==> config.mk <==
export PLATFORM = sky130hd
export DESIGN_NAME = mem_arbiter
export DESIGN_NICKNAME = d
export VERILOG_FILES = /design/src/rtl/tartaruga_pkg.sv /design/src/rtl/mem_arb_pick.sv /design/src/rtl/mem_arbiter.sv
export SDC_FILE = /design/constraint.sdc
export NUM_CORES = 1
export LEC_CHECK = 0
export CAP_MARGIN = 20
export CORE_AREA = 2 2 107 109
export CTS_BUF_LIST = sky130_fd_sc_hd__clkbuf_4 sky130_fd_sc_hd__clkbuf_8 sky130_fd_sc_hd__clkbuf_16
export CTS_CLUSTER_SIZE = 24
export DETAILED_ROUTE_END_ITERATION = 6
export DIE_AREA = 0 0 109 111
export GPL_ROUTABILITY_DRIVEN = 0
export REMOVE_ABC_BUFFERS = 1
export SYNTH_ARGS = -nofsm -noshare
export SYNTH_HDL_FRONTEND = slang
export SYNTH_HIERARCHICAL = 1
export SYNTH_SLANG_ARGS = --single-unit
==> constraint.sdc <==
create_clock -name clk_i -period 1.59 [get_ports clk_i]
set_clock_uncertainty 0.05 [all_clocks]
set_input_delay 0.318 -clock clk_i [delete_from_list [all_inputs] [get_ports clk_i]]
set_output_delay 0.318 -clock clk_i [all_outputs]
set_load 0.005 [all_outputs]
==> src/rtl/tartaruga_pkg.sv <==
// Shared types for the memory arbiter: FSM state encoding and transaction owner.
package tartaruga_pkg;

    typedef enum logic [1:0] {
        IDLE    = 2'd0,
        WAIT_IF = 2'd1,
        WAIT_DM = 2'd2
    } mem_arb_state_t;

    typedef enum logic {
        OWNER_IF = 1'b0,
        OWNER_DM = 1'b1
    } mem_owner_t;

endpackage

==> src/rtl/mem_arb_pick.sv <==
// Combinational winner select between fetch and data requests.
// MEM_ARB_ROUND_ROBIN_EN: contention goes to the requester not granted last; otherwise DM wins.
module mem_arb_pick
    import tartaruga_pkg::*;
(
    input  logic       if_req_i,
    input  logic       dm_req_i,
`ifdef MEM_ARB_ROUND_ROBIN_EN
    input  mem_owner_t last_owner_i,
`endif
    output logic       any_req_o,
    output mem_owner_t winner_o
);

    always_comb begin
        any_req_o = if_req_i | dm_req_i;
        winner_o  = OWNER_DM;
        if (if_req_i && !dm_req_i) begin
            winner_o = OWNER_IF;
        end
`ifdef MEM_ARB_ROUND_ROBIN_EN
        else if (if_req_i && dm_req_i && (last_owner_i == OWNER_DM)) begin
            winner_o = OWNER_IF;
        end
`endif
    end

endmodule

==> src/rtl/mem_arbiter.sv <==
// Two-requester (fetch / data) arbiter for a single-outstanding memory port with timeout.
// Optional macro MEM_ARB_ROUND_ROBIN_EN switches contention from DM-priority to round robin.
module mem_arbiter
    import tartaruga_pkg::*;
#(
    parameter int unsigned TIMEOUT_CYCLES = 16
) (
    input  logic        clk_i,
    input  logic        rst_i,

    input  logic        if_req_i,
    input  logic [31:0] if_addr_i,
    output logic        if_gnt_o,
    output logic        if_rvalid_o,
    output logic [31:0] if_rdata_o,

    input  logic        dm_req_i,
    input  logic        dm_we_i,
    input  logic [31:0] dm_addr_i,
    input  logic [31:0] dm_wdata_i,
    input  logic [3:0]  dm_be_i,
    output logic        dm_gnt_o,
    output logic        dm_rvalid_o,
    output logic [31:0] dm_rdata_o,

    output logic        mem_req_o,
    output logic        mem_we_o,
    output logic [31:0] mem_addr_o,
    output logic [31:0] mem_wdata_o,
    output logic [3:0]  mem_be_o,
    input  logic        mem_gnt_i,
    input  logic        mem_rvalid_i,
    input  logic [31:0] mem_rdata_i,

    input  logic        flush_i,
    output logic        error_o
);

    localparam int unsigned CNT_W = (TIMEOUT_CYCLES > 1) ? $clog2(TIMEOUT_CYCLES) : 1;
    localparam logic [CNT_W-1:0] CNT_LAST = CNT_W'(TIMEOUT_CYCLES - 1);

    mem_arb_state_t   state_q, state_d;
    logic             drop_q, drop_d;
    logic [CNT_W-1:0] cnt_q, cnt_d;
    logic             error_q, error_d;
`ifdef MEM_ARB_ROUND_ROBIN_EN
    mem_owner_t       last_q, last_d;
`endif

    logic       fetch_live;
    logic       any_req;
    mem_owner_t winner;

    // A fetch raised while the pipeline is being redirected is stale.
    assign fetch_live = if_req_i & ~flush_i;

    mem_arb_pick u_pick (
        .if_req_i     (fetch_live),
        .dm_req_i     (dm_req_i),
`ifdef MEM_ARB_ROUND_ROBIN_EN
        .last_owner_i (last_q),
`endif
        .any_req_o    (any_req),
        .winner_o     (winner)
    );

    always_comb begin
        state_d = state_q;
        drop_d  = drop_q;
        cnt_d   = cnt_q;
        error_d = error_q;
`ifdef MEM_ARB_ROUND_ROBIN_EN
        last_d  = last_q;
`endif
        mem_req_o   = 1'b0;
        mem_we_o    = 1'b0;
        mem_addr_o  = '0;
        mem_wdata_o = '0;
        mem_be_o    = '0;
        if_gnt_o    = 1'b0;
        if_rvalid_o = 1'b0;
        if_rdata_o  = '0;
        dm_gnt_o    = 1'b0;
        dm_rvalid_o = 1'b0;
        dm_rdata_o  = '0;

        // Outputs are held quiet while reset is asserted, even with requests pending.
        if (!rst_i) begin
            unique case (state_q)
                IDLE: begin
                    if (any_req) begin
                        mem_req_o = 1'b1;
                        if (winner == OWNER_IF) begin
                            mem_addr_o = if_addr_i;
                            mem_be_o   = 4'hF;
                        end else begin
                            mem_we_o    = dm_we_i;
                            mem_addr_o  = dm_addr_i;
                            mem_wdata_o = dm_wdata_i;
                            mem_be_o    = dm_be_i;
                        end
                        if (mem_gnt_i) begin
                            cnt_d  = '0;
                            drop_d = 1'b0;
`ifdef MEM_ARB_ROUND_ROBIN_EN
                            last_d = winner;
`endif
                            if (winner == OWNER_IF) begin
                                if_gnt_o = 1'b1;
                                state_d  = WAIT_IF;
                            end else begin
                                dm_gnt_o = 1'b1;
                                state_d  = WAIT_DM;
                            end
                        end
                    end
                end
                WAIT_IF, WAIT_DM: begin
                    if (mem_rvalid_i) begin
                        state_d = IDLE;
                        cnt_d   = '0;
                        drop_d  = 1'b0;
                        if (state_q == WAIT_IF) begin
                            if_rvalid_o = ~(drop_q | flush_i);
                            if_rdata_o  = mem_rdata_i;
                        end else begin
                            dm_rvalid_o = 1'b1;
                            dm_rdata_o  = mem_rdata_i;
                        end
                    end else if (cnt_q == CNT_LAST) begin
                        state_d = IDLE;
                        cnt_d   = '0;
                        drop_d  = 1'b0;
                        error_d = 1'b1;
                    end else begin
                        cnt_d = cnt_q + CNT_W'(1);
                        if ((state_q == WAIT_IF) && flush_i) begin
                            drop_d = 1'b1;
                        end
                    end
                end
                default: begin
                    state_d = IDLE;
                end
            endcase
        end
    end

    always_ff @(posedge clk_i) begin
        if (rst_i) begin
            state_q <= IDLE;
            drop_q  <= 1'b0;
            cnt_q   <= '0;
            error_q <= 1'b0;
`ifdef MEM_ARB_ROUND_ROBIN_EN
            last_q  <= OWNER_DM;
`endif
        end else begin
            state_q <= state_d;
            drop_q  <= drop_d;
            cnt_q   <= cnt_d;
            error_q <= error_d;
`ifdef MEM_ARB_ROUND_ROBIN_EN
            last_q  <= last_d;
`endif
        end
    end

    assign error_o = error_q;

endmodule

==> results.cfg <==
[finish]
seqCellArea_um2 = 163
fillers = 940
design_area_mm2 = 0.00671
multi_input_area_mm2 = 0.00234
layout_common_cells = 135 x clkdlybuf4s50_1, 132 x buf_6, 96 x and2_4
num_antenna_cells = 0
final_nets = 751
drive_gt1_share_pct = 67.0
final_common_cell = clkdlybuf4s50_1
syn2layout_area_growth_pct = 279

[global_routing]
grt_pass1_wl_um = 18200
grt_usage_pct = 19.1
grt.overflow.total = 0
grt_max_degree = 9
grt_pass1_vias = 3420
antenna_found_initial = 0

[clocking]
htreeDepth = 1
cts_tree = built
cts_max_path_buffers = 2
clock-root-buffer = clkbuf_16
cts_made_buffers = 3
cts.sinks = 8
clkTransAtPathRegs_ns = 0.04
cts_hold_buf = 0
clk_latency_ns = 0.23

[synthesis]
yosys.area.top_type = and2_1
synth_top_area_share_pct = 34.6
ys_ff_latch = 8
synth_area_leaders = and2_1 35%, mux2i_1 19%, dfxtp_1 9.0%, nor2_1 7.2%, ha_1 4.2%
ys_seq_area_share_pct = 9.05
syn_inst = 256
synthDistinctLibCells = 32
yosysWarnings = 6
synth.avg_cell_area_um2 = 6.92
netlist_area_mm2 = 0.00177

[placed_design]
port_buffers = 278
post-place-ws_ns = -1.05
post_dp_cell_area_mm2 = 0.00494
hpwlAfterDp_um = 8150

[timing]
max_clock_freq_mhz = 478
rsz0062_at_grt = true
hold_viol = 0
fin_crit_ns = 2.09
slew_headroom_pct = 78.1
tightest_slew_ns = 0.320
slew_viol_final = 0
period_share_pct = 132
setup_viol = 143
finalSetupTns_ns = -49.88
worst_slack_ns = -0.503

[floorplanning]
fp.coreArea_mm2 = 0.0111
start_util_pct = 16.0
core.rowCount = 39
dieArea_mm2 = 0.0121
dieWidth_um = 109
io_pins = 279
die_y_um = 111

[setup_path]
max_stage_delay_ns = 0.34
crit_top_cell = buf_6
cp.arrival_ns = 1.73
startpoint = state_q[1]$_SDFFE_PP0P_
start_kind = register
cp.required_ns = 1.22
crit_chain = inv_4 > ha_4 > and4b_4 > buf_6 > buf_6 > buf_6 > and2_4 > buf_6
r2r-start = state_q[1]$_SDFFE_PP0P_
cp_max_fo = 5
crit_path_end_kind = primary output
critPathKind = register to primary output
cp_slowest_cell = dfxtp_2

[routing]
initialDrtViolationCount = 89
vias = 3161
wire_per_inst_um = 16.2
ant_nets = 0
drc_errors = 0
viasPerCell = 4.24
firstDrtPassIters = 4
drt-total-wl_um = 12100

[power_and_ir_drop]
p_leak_nw = 3.01
powerDensity_mw_per_mm2 = 432
power.total_w = 0.00290
peakVddDrop_v = 0.000408

[flow_run]
maxCapViolCount = 0

[min_path]
holdCritPathClass = register to register
hold_start = error_o$_SDFFE_PP0P_

[run_status]
outcome = complete, but fails checks
violations = setup timing
## area by class of cell
| type | instances | share of cell area, % |
|---|---|---|
| repair buffers | 363 | 58.3 |
| multi-input cells | 220 | 34.9 |
| well taps | 143 | 2.67 |
| flip-flops and latches | 8 | 2.42 |
| clock buffers | 3 | 1.12 |
| inverters | 9 | 0.578 |
## critical path, delay by kind of cell, from the launching register on
kind	cells	cell delay, ns
fa+ha+maj	1	0.27
flops	1	0.34
simple gates	2	0.41
buf+inv	5	0.46
## through the flow
step	hold slack, ns	cells	utilization [%]
global placement	0.419	690	44.6
detailed placement	0.426	690	44.6
global route	0.490	746	60.6
floorplan	0.337	237	-
finish	0.436	746	60.6
CTS	0.438	748	56.8
## sequential cells by signal, indices dropped and copies added, names as in the netlist
signal,count
error_o,1
drop_q,1
state_q,2
cnt_q,4
## cell families after synthesis
kind of cell	after synthesis	share of synthesized area (%)
and+or+nand+nor	160	53.3
muxes	34	19.2
buffers and inverters	28	6.93
AOI/OAI and AO/OA	20	7.28
DFF	8	9.05
adders and majority gates	6	4.24
## cells in the mapped netlist
master     count
and2_1        98
mux2i_1       34
nor2_1        34
clkbuf_1       9
buf_2          8
dfxtp_1        8
inv_1          8
a21oi_1        7
nor2b_1        7
ha_1           6
nand4_1        4
o21ai_0        4
nand2b_1       3
nor3b_1        3
and4b_1        2
buf_4          2
nand3_1        2
nand3b_1       2
o31ai_1        2
a21bo_2        1
a21boi_0       1
a41oi_1        1
and2b_1        1
inv_2          1
nand2_1        1
nor4b_4        1
o2111ai_1      1
o211ai_1       1
o21a_1         1
o311ai_0       1
or2_1          1
or3_1          1
## layer usage
metal  track usage, %  part of all wire [%]
met1             20.2                    34
met2             36.9                    55
met3             5.35                   9.0
met4             3.08                   1.7
met5                0                     0
## report_power, final
part	switching, W	total [W]	internal (W)
clock network	0.000109	0.000434	0.000325
logic	0.000799	0.00223	0.00144
registers	0.0000136	0.000231	0.000218
total	0.000922	0.00290	0.00198
## final timing paths
check	cells after the start	end	slack, ns
setup reg to reg	8	cnt_q[0]$_SDFFE_PP0P_	-0.07
hold / removal	2	error_o$_SDFFE_PP0P_	0.44
setup / recovery	8	if_rdata_o[18]	-0.50
hold reg to reg	2	error_o$_SDFFE_PP0P_	0.44
## repair_timing
action	4_1_cts	5_1_grt
endpoints found under the setup margin	146	142
pin swaps	118	27
buffers inserted	36	5
cloned	19	0
resized for setup	852	119
(Power assumes the default switching activity.)
==> RTL edit: new RTL, same settings <==
Encoding of `mem_arb_state_t`: now one-hot (3 bits for 3 states).
--- a/src/rtl/tartaruga_pkg.sv
+++ b/src/rtl/tartaruga_pkg.sv
@@ -2,8 +2,8 @@
 package tartaruga_pkg;
 
-    typedef enum logic [1:0] {
-        IDLE    = 2'd0,
-        WAIT_IF = 2'd1,
-        WAIT_DM = 2'd2
+    typedef enum logic [2:0] {
+        IDLE    = 3'b001,
+        WAIT_IF = 3'b010,
+        WAIT_DM = 3'b100
     } mem_arb_state_t;
 
Behaviour: no difference found for any inputs over 4 cycles, from zero or initial values and one cycle with rst_i high; so few cycles prove little.
==> RTL edit against the original RTL <==
The run still ends with negative setup slack left; routed wire length rose by 12%; non-clock buffer count down 2; setup slack worse by 0.079 ns; cell count fell by 6.0%; count of clock-buffer cells in the layout grew 1; area after synthesis decreased by 16%; final area fell by 16%; sequential cell count rose by 1; worst hold slack worse by 0.17 ns; global-route usage is 0.85 points higher; maximum frequency down 3.7%; critical path type is now input port to output port.
Power is not compared: it rests on default switching activity, and its combinational part moved more than twofold at a synthesized area within 25%.
==> RTL edit: results (changes against the original RTL) <==
failing checks=negative setup slack; PnR Total Power=1.74 mW; Crit. Startpoint=if_req_i; biggest regs=cnt_q x4, state_q x3; top cells by count, synth=98 x and2_1, 34 x a22o_1, 9 x dfxtp_1, 9 x nor2_1, 7 x buf_2; Hold Path Origin=rst_i; post-placement setup slack=-1.43 ns (-0.380 ns); Total Routed Length=13.6 mm (+12%); HPWL after detailed placement=10.3 mm (+26%); Mean Syn Cell Area=7.18 sq um (+3.8%); CP endpoint=mem_addr_o[6]; hold path depth=2 (unchanged); DR WL/cell=19.4 um (+19%); ranking of synthesized cells by area=and2_1 41%, a22o_1 20%, dfxtp_1 12%; status=complete, but fails checks; Yosys Warn Count=6 (unchanged); 1st-iter DRT viols=114 (+28%); Hold Slack=0.262 ns (-0.174 ns); largest net degree at the start of global routing=17 (+8); Area after DPL=4630 sq um (-6.2%); via/cell ratio=4.28 (+1.1%); Setup TNS Final=-57.49 ns (-7.61 ns); worst setup margin=-0.582 ns (-0.0794 ns); flop-to-flop setup slack=-0.09 ns (-0.02 ns); CP arrival=1.80 ns (+0.07 ns); register area share after synthesis=0.121 (+0.0302); synth unique cells=33 (+3.1%); final setup violation count=139 (-2.8%); Layout fillers=1044 (+11%); CP Max Fanout=7 (+2); Nets=699 (-6.9%); first-pass GRT wire length=18.0 mm (-1.1%); GRT Util Overall=0.199 (+0.00853); vias in the first global route=3026 (-12%); reg2reg end=cnt_q[2]; HP Class=input port to flip-flop
[RTL edit: cell count changes in the layout (fill, tap and decap cells not counted), sizes merged, moves of 5 or more]
cell / before / now
a22o: 0 / 34
nor2: 34 / 10
mux2i: 34 / 1
ha: 6 / 1
buf: 225 / 209
a21oi: 7 / 1
clkbuf: 3 / 19
nor2b: 7 / 2
inv: 9 / 3
[RTL edit: worst max-delay path, stage by stage]
cell     delay (ns)
buf_6          0.09
nor2b_4        0.12
or2_1          0.21
nand4_1        0.11
buf_6          0.12
nor2_4         0.04
buf_12         0.12
buf_6          0.11
buf_12         0.12
buf_8          0.12
a22o_1         0.19
buf_2          0.13
[RTL edit: metal layers]
layer,track usage,wire (um),vias to the layer above
met5,0,0,-
met4,0.0530,317,0
li1,-,-,1422
met2,0.401,7560,201
met1,0.187,4260,1358
met3,0.0588,1430,22
[RTL edit: layout make-up]
type / instances / area (sq um) / area share
repair buffers: 361 / 3620 / 0.640
inverters: 3 / 13.8 / 0.00243
flip-flops and latches: 9 / 189 / 0.0333
well taps: 143 / 179 / 0.0316
clock buffers: 4 / 82.6 / 0.0146
diodes: 1 / 2.50 / 0.000442
multi-input cells: 180 / 1580 / 0.278
[RTL edit: logic make-up after synthesis]
family | after synthesis | synth area share
compound gates | 49 | 0.274
xor+xnor | 1 | 0.00587
fa+ha+maj | 1 | 0.00838
buf+inv | 19 | 0.0612
flops | 9 | 0.121
mux | 1 | 0.00671
simple gates | 128 | 0.523
[RTL edit: timing repair]
item | CTS | global route
gates cloned | 8 | 4
resized for setup | 521 | 266
buffers inserted | 26 | 27
setup endpoints to repair | 146 | 142
pin swaps | 24 | 53
hold endpoints to repair | 0 | 0
